File: config.mk
export PLATFORM = sky130hd
export DESIGN_NAME = plot_arbiter
export DESIGN_NICKNAME = d
export VERILOG_FILES = /design/src/rtl/plot_arbiter.sv
export SDC_FILE = /design/constraint.sdc
export NUM_CORES = 1
export LEC_CHECK = 0
export BUFFER_PORTS_ARGS = -buffer_cell sky130_fd_sc_hd__buf_2
export CAP_MARGIN = 25
export CORE_MARGIN = 4
export CORE_UTILIZATION = 52
export DETAILED_ROUTE_END_ITERATION = 16
export PLACE_DENSITY = 0.95
export SLEW_MARGIN = 5
export SYNTH_ARGS = -nofsm -noshare
export SYNTH_HDL_FRONTEND = slang
export SYNTH_SLANG_ARGS = --single-unit
File: constraint.sdc
create_clock -name clock -period 3.5 [get_ports clock]
set_input_delay 0.175 -clock clock [delete_from_list [all_inputs] [get_ports clock]]
set_output_delay 0.175 -clock clock [all_outputs]
set_load 0.05 [all_outputs]
File: src/rtl/plot_arbiter.sv
// Round-robin arbiter that grants one of four drawing engines exclusive access
// to the VGA plot port, with a watchdog that revokes stuck grants.
module plot_arbiter #(
  parameter int TIMEOUT = 20000
) (
  input  logic        clock,
  input  logic        resetn,
  input  logic [3:0]  req,
  input  logic [3:0]  rel,
  input  logic [31:0] x_in,
  input  logic [27:0] y_in,
  input  logic [11:0] colour_in,
  input  logic [3:0]  plot_in,
  output logic [3:0]  gnt,
  output logic        busy,
  output logic [7:0]  x,
  output logic [6:0]  y,
  output logic [2:0]  colour,
  output logic        plot,
  output logic        timeout_err
);

  localparam int TW = (TIMEOUT > 1) ? $clog2(TIMEOUT) : 1;
  localparam logic [TW-1:0] TMAX = TW'(TIMEOUT - 1);

  localparam logic [1:0] S_IDLE   = 2'd0;
  localparam logic [1:0] S_ACTIVE = 2'd1;
  localparam logic [1:0] S_GAP    = 2'd2;

  logic [1:0]    r_state;
  logic [1:0]    r_ptr;
  logic [1:0]    r_gidx;
  logic [TW-1:0] r_timer;
  logic [3:0]    r_gnt;
  logic          r_busy;
  logic [7:0]    r_x;
  logic [6:0]    r_y;
  logic [2:0]    r_colour;
  logic          r_plot;
  logic          r_terr;

  logic [1:0]    w_state_nxt;
  logic [1:0]    w_ptr_nxt;
  logic [1:0]    w_gidx_nxt;
  logic [TW-1:0] w_timer_nxt;
  logic [3:0]    w_gnt_nxt;
  logic          w_terr_nxt;
  logic [7:0]    w_x_nxt;
  logic [6:0]    w_y_nxt;
  logic [2:0]    w_colour_nxt;
  logic          w_plot_nxt;

  logic          w_win_found;
  logic [1:0]    w_win_idx;
  logic [1:0]    w_cand;
  logic          w_release;
  logic          w_timeout;

  logic [7:0]    w_x_arr [4];
  logic [6:0]    w_y_arr [4];
  logic [2:0]    w_c_arr [4];

  for (genvar gi = 0; gi < 4; gi++) begin : g_unpack
    assign w_x_arr[gi] = x_in[8*gi +: 8];
    assign w_y_arr[gi] = y_in[7*gi +: 7];
    assign w_c_arr[gi] = colour_in[3*gi +: 3];
  end

  // Round-robin search; walking downward lets the nearest index to ptr win.
  always_comb begin
    w_win_found = 1'b0;
    w_win_idx   = r_ptr;
    w_cand      = r_ptr;
    for (int k = 3; k >= 0; k--) begin
      w_cand = r_ptr + 2'(k);
      if (req[w_cand]) begin
        w_win_found = 1'b1;
        w_win_idx   = w_cand;
      end else begin
        w_win_found = w_win_found;
      end
    end
  end

  assign w_release = rel[r_gidx] | ~req[r_gidx];
  assign w_timeout = (r_timer == TMAX);

  // Next-state logic for the grant FSM, pointer and watchdog timer.
  always_comb begin
    w_state_nxt = r_state;
    w_ptr_nxt   = r_ptr;
    w_gidx_nxt  = r_gidx;
    w_timer_nxt = r_timer;
    w_gnt_nxt   = r_gnt;
    w_terr_nxt  = 1'b0;
    case (r_state)
      S_IDLE: begin
        if (w_win_found) begin
          w_state_nxt = S_ACTIVE;
          w_gnt_nxt   = 4'b0001 << w_win_idx;
          w_gidx_nxt  = w_win_idx;
          w_timer_nxt = '0;
        end else begin
          w_gnt_nxt   = 4'b0000;
        end
      end
      S_ACTIVE: begin
        // Release wins over a coincident timeout, so no error is flagged then.
        if (w_release) begin
          w_state_nxt = S_GAP;
          w_gnt_nxt   = 4'b0000;
          w_ptr_nxt   = r_gidx + 2'd1;
        end else if (w_timeout) begin
          w_state_nxt = S_GAP;
          w_gnt_nxt   = 4'b0000;
          w_ptr_nxt   = r_gidx + 2'd1;
          w_terr_nxt  = 1'b1;
        end else begin
          w_timer_nxt = r_timer + {{(TW-1){1'b0}}, 1'b1};
        end
      end
      S_GAP: begin
        w_state_nxt = S_IDLE;
        w_gnt_nxt   = 4'b0000;
      end
      default: begin
        w_state_nxt = S_IDLE;
        w_gnt_nxt   = 4'b0000;
        w_timer_nxt = '0;
      end
    endcase
  end

  // Pixel mux: only the granted slice is ever forwarded to the adapter.
  always_comb begin
    w_x_nxt      = r_x;
    w_y_nxt      = r_y;
    w_colour_nxt = r_colour;
    w_plot_nxt   = 1'b0;
    if (r_state == S_ACTIVE) begin
      w_x_nxt      = w_x_arr[r_gidx];
      w_y_nxt      = w_y_arr[r_gidx];
      w_colour_nxt = w_c_arr[r_gidx];
      w_plot_nxt   = plot_in[r_gidx];
    end else begin
      w_plot_nxt   = 1'b0;
    end
  end

  // State registers with asynchronous clear.
  always_ff @(posedge clock or negedge resetn) begin
    if (!resetn) begin
      r_state  <= S_IDLE;
      r_ptr    <= 2'd0;
      r_gidx   <= 2'd0;
      r_timer  <= '0;
      r_gnt    <= 4'b0000;
      r_busy   <= 1'b0;
      r_x      <= 8'd0;
      r_y      <= 7'd0;
      r_colour <= 3'd0;
      r_plot   <= 1'b0;
      r_terr   <= 1'b0;
    end else begin
      r_state  <= w_state_nxt;
      r_ptr    <= w_ptr_nxt;
      r_gidx   <= w_gidx_nxt;
      r_timer  <= w_timer_nxt;
      r_gnt    <= w_gnt_nxt;
      r_busy   <= |w_gnt_nxt;
      r_x      <= w_x_nxt;
      r_y      <= w_y_nxt;
      r_colour <= w_colour_nxt;
      r_plot   <= w_plot_nxt;
      r_terr   <= w_terr_nxt;
    end
  end

  assign gnt         = r_gnt;
  assign busy        = r_busy;
  assign x           = r_x;
  assign y           = r_y;
  assign colour      = r_colour;
  assign plot        = r_plot;
  assign timeout_err = r_terr;

endmodule

# After elaboration in Yosys (flattened, before gate mapping)
# Cells that the tools add are included.
# op_classes
n_addsub	5
multipliers	0
div_mod_pow	0
magnitude_cmp	6
eq_ne	7
shift	1
n_mux	49
bitwise_logic	4
n_reduce_logical	7
# ops
op	count
15-bit 2-to-1 mux	3
15-bit case mux with 3 select lines	1
2-bit 2-to-1 mux	9
8-bit binary-select mux with 2-bit select	1
8-bit 2-to-1 mux	2
15-bit by 1-bit adder with 15-bit output (second input constant)	1
15-bit equality test (second input constant)	1
2-bit by 3-bit < comparator with 1-bit output (second input constant)	5
1-bit 2-to-1 mux	15
1-bit binary-select mux with 2-bit select	7
7-bit binary-select mux with 2-bit select	1
7-bit 2-to-1 mux	2
4-bit 2-to-1 mux	3
4-bit case mux with 2 select lines	1
3-bit binary-select mux with 2-bit select	1
3-bit 2-to-1 mux	2
2-bit != test (second input constant)	3
2-bit AND reduction	3
2-bit by 1-bit adder with 2-bit output (second input constant)	2
2-bit adder (second input constant)	2
2-bit case mux with 2 select lines	1
4-bit AND reduction	1
4-bit OR reduction	1
1-bit by 2-bit << shifter with 4-bit output (first input constant)	1
9 further kinds	10
# totals
ff_bits	46
latchBits	0
ram_bits	0
rom_bits	0
in_bits	86
output_inout_bits	25
memories	0

# Logic depth before layout (Yosys ltp)
# logic_depth
word_depth	11
ltp_mapped	7
depth_no_buf	7

# Worst setup path before layout
# No wires, ideal clock.
# synth_timing
kind	reg-to-reg
startpoint	register r_timer[0]
endpoint	register r_timer[14]
setup_time_ns	0.078
arrival_ns	1.921
slack_ns	1.502
path_stages_with_launch	8
path_buffers	0
synth_period_minus_slack_ns	1.998
cell_sequence	dfrtp_1 > ha_1 > and3_1 > and4_1 > o21ai_4 > inv_2 > or4_1 > a21boi_1
# synth_via
elab_chain_len	4
word_cells_on_any_way	7
cone_classes	add/sub: 1; eq/ne: 2; mux: 3; reduce/logical: 1
# synth_lines
item	line	rtl
start: declaration	33	logic [TW-1:0] r_timer;
start signal: assignment	168	r_timer <= w_timer_nxt;
15-bit by 1-bit adder with 15-bit output	119	w_timer_nxt = r_timer + {{(TW-1){1'b0}}, 1'b1};
15-bit 2-to-1 mux	113	end else if (w_timeout) begin
15-bit 2-to-1 mux	109	if (w_release) begin
15-bit case mux with 3 select lines	96	case (r_state)
# Parallel ways exist; a longest one is shown, timed or not. The select of a mux whose other input is x is not followed.
# A chain may end at the register's enable or synchronous reset.

# Worst setup path after layout
# layout_timing
startpoint	register r_gidx[0]
endpoint	register r_timer[14]
# layout_via
elab_chain_len	6
word_cells_on_any_way	8
cone_classes	eq/ne: 1; mux: 4; bitwise: 2; reduce/logical: 1
# layout_lines
item	line	rtl
start: declaration	32	logic [1:0] r_gidx;
start signal: assignment	167	r_gidx <= w_gidx_nxt;
1-bit binary-select mux with 2-bit select	85	assign w_release = rel[r_gidx] | ~req[r_gidx];
1-bit 2-to-1 mux (implied by the code)	85	
1-bit NOT	85	
1-bit OR *	85	
2-bit != test (no source line) *	n/a	
4-bit AND reduction (no source line) *	n/a	
# Every way passes the cells marked *; elsewhere a longest branch is shown, timed or not. The select of a mux whose other input is x is not followed.

==> summary.txt <==
STA
  – RSZ-0062 raised after global routing: no
  – Clock skew: 9.521 ps
  – Post-route worst setup slack: ~1100 ps
  – Final hold vios: 0
  – Max-slew violations: 0
  – Worst-Margin Slew: a little under 1000 ps
  – Tcrit/Tclk final: 0.6791
  – Setup TNS: 0 ps
  – Setup violators final: 0
  – Slew Limit Headroom: 0.3445
  – Min Tclk post-route: ~2400 ps
  – Achievable frequency: approximately 420 MHz

GRT
  – Largest net degree at the start of global routing: 47
  – Initial antenna violation count: 0
  – Global-route wire length before repair: roughly 12,000 um
  – Vias in the first global route: between 2,000 and 3,000
  – Total grt overflow: 0
  – Global-route usage over all layers: 0.2524

Drt
  – Average routed wire per standard cell: roughly 18 um
  – Met3 routed WL: between 500 and 600 um
  – Top Layer Used: met4
  – Number of vias per cell: 5.885
  – DR pass1 iterations: 5
  – Vias: between 2,000 and 3,000
  – Routed wire length: between 8000 and 9000 um
  – Number of nets with antenna violations after routing: 0
  – DRT met1 WL: between 2000 and 3000 um
  – Initial DRC count: roughly 320
  – Metal2 WL: 4323 um
  – DRC viols: 0

Setup path
  – Crit. End Element: flip-flop
  – Worst reg2reg path startpoint: r_gidx[0]
  – Register-to-Register Path Depth: 5
  – Nature of the critical path startpoint: flip-flop
  – WP data arrival: around 2600 ps
  – CP Max Fanout: 10
  – Cell family with most CP delay: flip-flops
  – Worst path depth: 5
  – Crit path capture: r_timer[14]
  – CP startpoint: r_gidx[0]
  – Required @ worst endpoint: ~3700 ps
  – Crit-path cells: mux4_2, o21ai_4, inv_2, or4_1, a21boi_1
  – Worst setup path class: flip-flop to flip-flop
  – Critical-path top delay cell: dfrtp_1
  – Buf/Inv on CP: 1
  – RR Endpoint: r_timer[14]
  – Reg2Reg Setup Slack: between 1000 and 1500 ps
  – Max incr delay on CP: a little over 700 ps

Clock tree
  – CTS tree: done
  – Sink Count: 46
  – Clock root cell: clkbuf_8
  – Later-pin clock latency in the skew report: approximately 300 ps
  – H-tree levels: 2
  – Post-CTS setup repair buffer count: 0
  – Max clock buf depth: 2
  – Total CTS buffers: 5
  – Clk pin slew, worst setup/hold paths: approximately 90 ps

Die
  – Row Count: 26
  – Core Footprint: roughly 0.005 sq mm
  – DIE WIDTH: between 80 and 90 um
  – DIE AREA: about 0.0064 sq mm
  – Initial Utilization: 0.5338
  – Die H: approximately 80 um
  – # IOs: about 110

Synthesis
  – Post-Syn Instances: around 280
  – Fraction of registers with async set or reset after synthesis: 1.000
  – Post-synthesis xor/xnor area fraction: 0.003233
  – Synth Cell Area: approximately 0.0027 sq mm
  – Top_reg_cell synth: dfrtp_1
  – Cell taking the most area after synthesis: dfrtp_1
  – Post-Synth Adder-Cell Area: 0.004619
  – Complex-gate fraction of the synthesized area: 0.1247
  – Register bit total from synthesis: 46
  – Synth cell count leaders: nand2_1 (70), dfrtp_1 (46), mux4_2 (21)
  – YS warnings: 0
  – Mux cell area share after synthesis: 0.1788
  – Sequential element share of the synthesized area: 0.4249
  – Most frequent cell after synthesis: nand2_1
  – Synth Area in Simple Gates: 0.2319
  – Synth top area share: 0.4249
  – EDFF count, synth: 0
  – Largest family of logic cells by synthesized area: simple AND/OR/NAND/NOR gates
  – Net Count, Synth: 362
  – Top post-synthesis cells by area: dfrtp_1 (42%), mux4_2 (17%), nand2_1 (9.7%)
  – Post-Syn Area per Cell: 9.850 sq um
  – Unique masters post-synth: 46

Placed design
  – Dpl ws: approximately 1200 ps
  – Placed cell areas: roughly 0.0033 sq mm
  – RePlAce Congestion: approximately 0.91
  – PortBufs: 110
  – DP HPWL: around 5700 um

Worst hold path
  – Hold WC Path Type: input pin to flip-flop

Layout
  – Layout cells sized above 1: 0.3890
  – Layout fillers: 410
  – Syn-to-layout area delta: 26.88%
  – Nets@finish: approximately 470
  – Final core utilization: 0.6773
  – # diodes: 0
  – Design area: around 0.0034 sq mm

Run
  – Max Cap Viol: 0

Power
  – Power per cell area: slightly above 800 mW/mm^2
  – Maximum vdd drop: ~0.7 mV
  – Leak pwr: 1.649 nW

Outcome
  – Outcome: complete, no violations
[stage by stage]
stage,instances,hold slack (ps),power (W)
6_report,453,278.5,0.002832
5_1_grt,453,293.6,0.003004
4_1_cts,451,77.26,0.002830
3_5_place_dp,443,396.2,0.002477
3_3_place_gp,443,401.8,0.002408
2_1_floorplan,275,-120.6,0.002076
[worst min-delay path by stage]
stage	from	cells past startpoint	slack, ps	end
floorplan	resetn	0	-120	busy
global placement	resetn	1	400	r_timer[3]
detailed placement	resetn	1	400	r_timer[3]
CTS	resetn	1	80	r_timer[5]
global route	y_in[4]	4	290	y[4]
finish	x_in[0]	4	280	x[0]
[what timing repair did]
action | 4_1_cts | 5_1_grt
hold buffers | 0 | 1
resized for setup | 0 | 0
endpoints found under the hold margin | 0 | 16
[worst min-delay path: stages]
cell and delay [ps]:
buf_2 70, mux4_2 210, nand2_1 50, nand2_1 40
[where the power goes]
group          total [W]  leakage [nW]  internal, W  switching, W
clock network   0.000342        0.0472     0.000159      0.000183
registers       0.000846         0.597     0.000704      0.000142
logic            0.00164          1.00     0.000552       0.00109
[flip-flops by register name, summed over array words and instances (netlist names)]
register / flops
y: 7
x: 8
r_ptr: 2
plot: 1
gnt: 4
colour: 3
r_state: 2
busy: 1
r_gidx: 2
r_timer: 15
timeout_err: 1
[kinds of logic after synthesis]
kind of cell             Yosys count
AO/OA/AOI/OAI                     52
XOR/XNOR                           1
adder cells (fa/ha/maj)            1
buffers and inverters             21
flip-flops                        46
multiplexers                      22
AND/OR/NAND/NOR                  132
[layer usage]
layer  vias to the layer above  global-route usage
li1                       1221                   -
met1                      1256              0.3128
met2                       158              0.4454
met3                        31             0.04596
met4                         0             0.07939
met5                         -                   0
[cell type report]
class	count	area [sq um]	share of cell area
Clock buffer	6	82.58	0.02403
Clock inverter	2	12.51	0.003640
Inverter	5	18.77	0.005460
Multi-Input combinational cell	208	1474	0.4288
Sequential cell	46	1151	0.3349
Tap cell	70	87.58	0.02548
Timing Repair Buffer	116	610.6	0.1776
[cells in the final DEF (no fill, tap or decap), drive strengths merged, types with 2 or more instances in the layout]
| cell | synthesis | routed |
|---|---|---|
| nand2 | 70 | 70 |
| nand2b | 6 | 6 |
| o31ai | 2 | 2 |
| nor4 | 5 | 5 |
| o22ai | 3 | 3 |
| nand3 | 10 | 10 |
| nor3 | 5 | 5 |
| clkbuf | 10 | 6 |
| and2 | 3 | 3 |
| inv | 5 | 5 |
| a21oi | 5 | 5 |
| or4 | 3 | 3 |
| or3 | 2 | 2 |
| o21ai | 21 | 21 |
| buf | 6 | 115 |
| a31oi | 7 | 7 |
| dfrtp | 46 | 46 |
| mux4 | 21 | 21 |
| nor2 | 8 | 8 |
| a22o | 3 | 3 |
| nand4 | 6 | 6 |
| o2bb2ai | 2 | 2 |
| nor2b | 7 | 7 |
(Power assumes the default switching activity.)
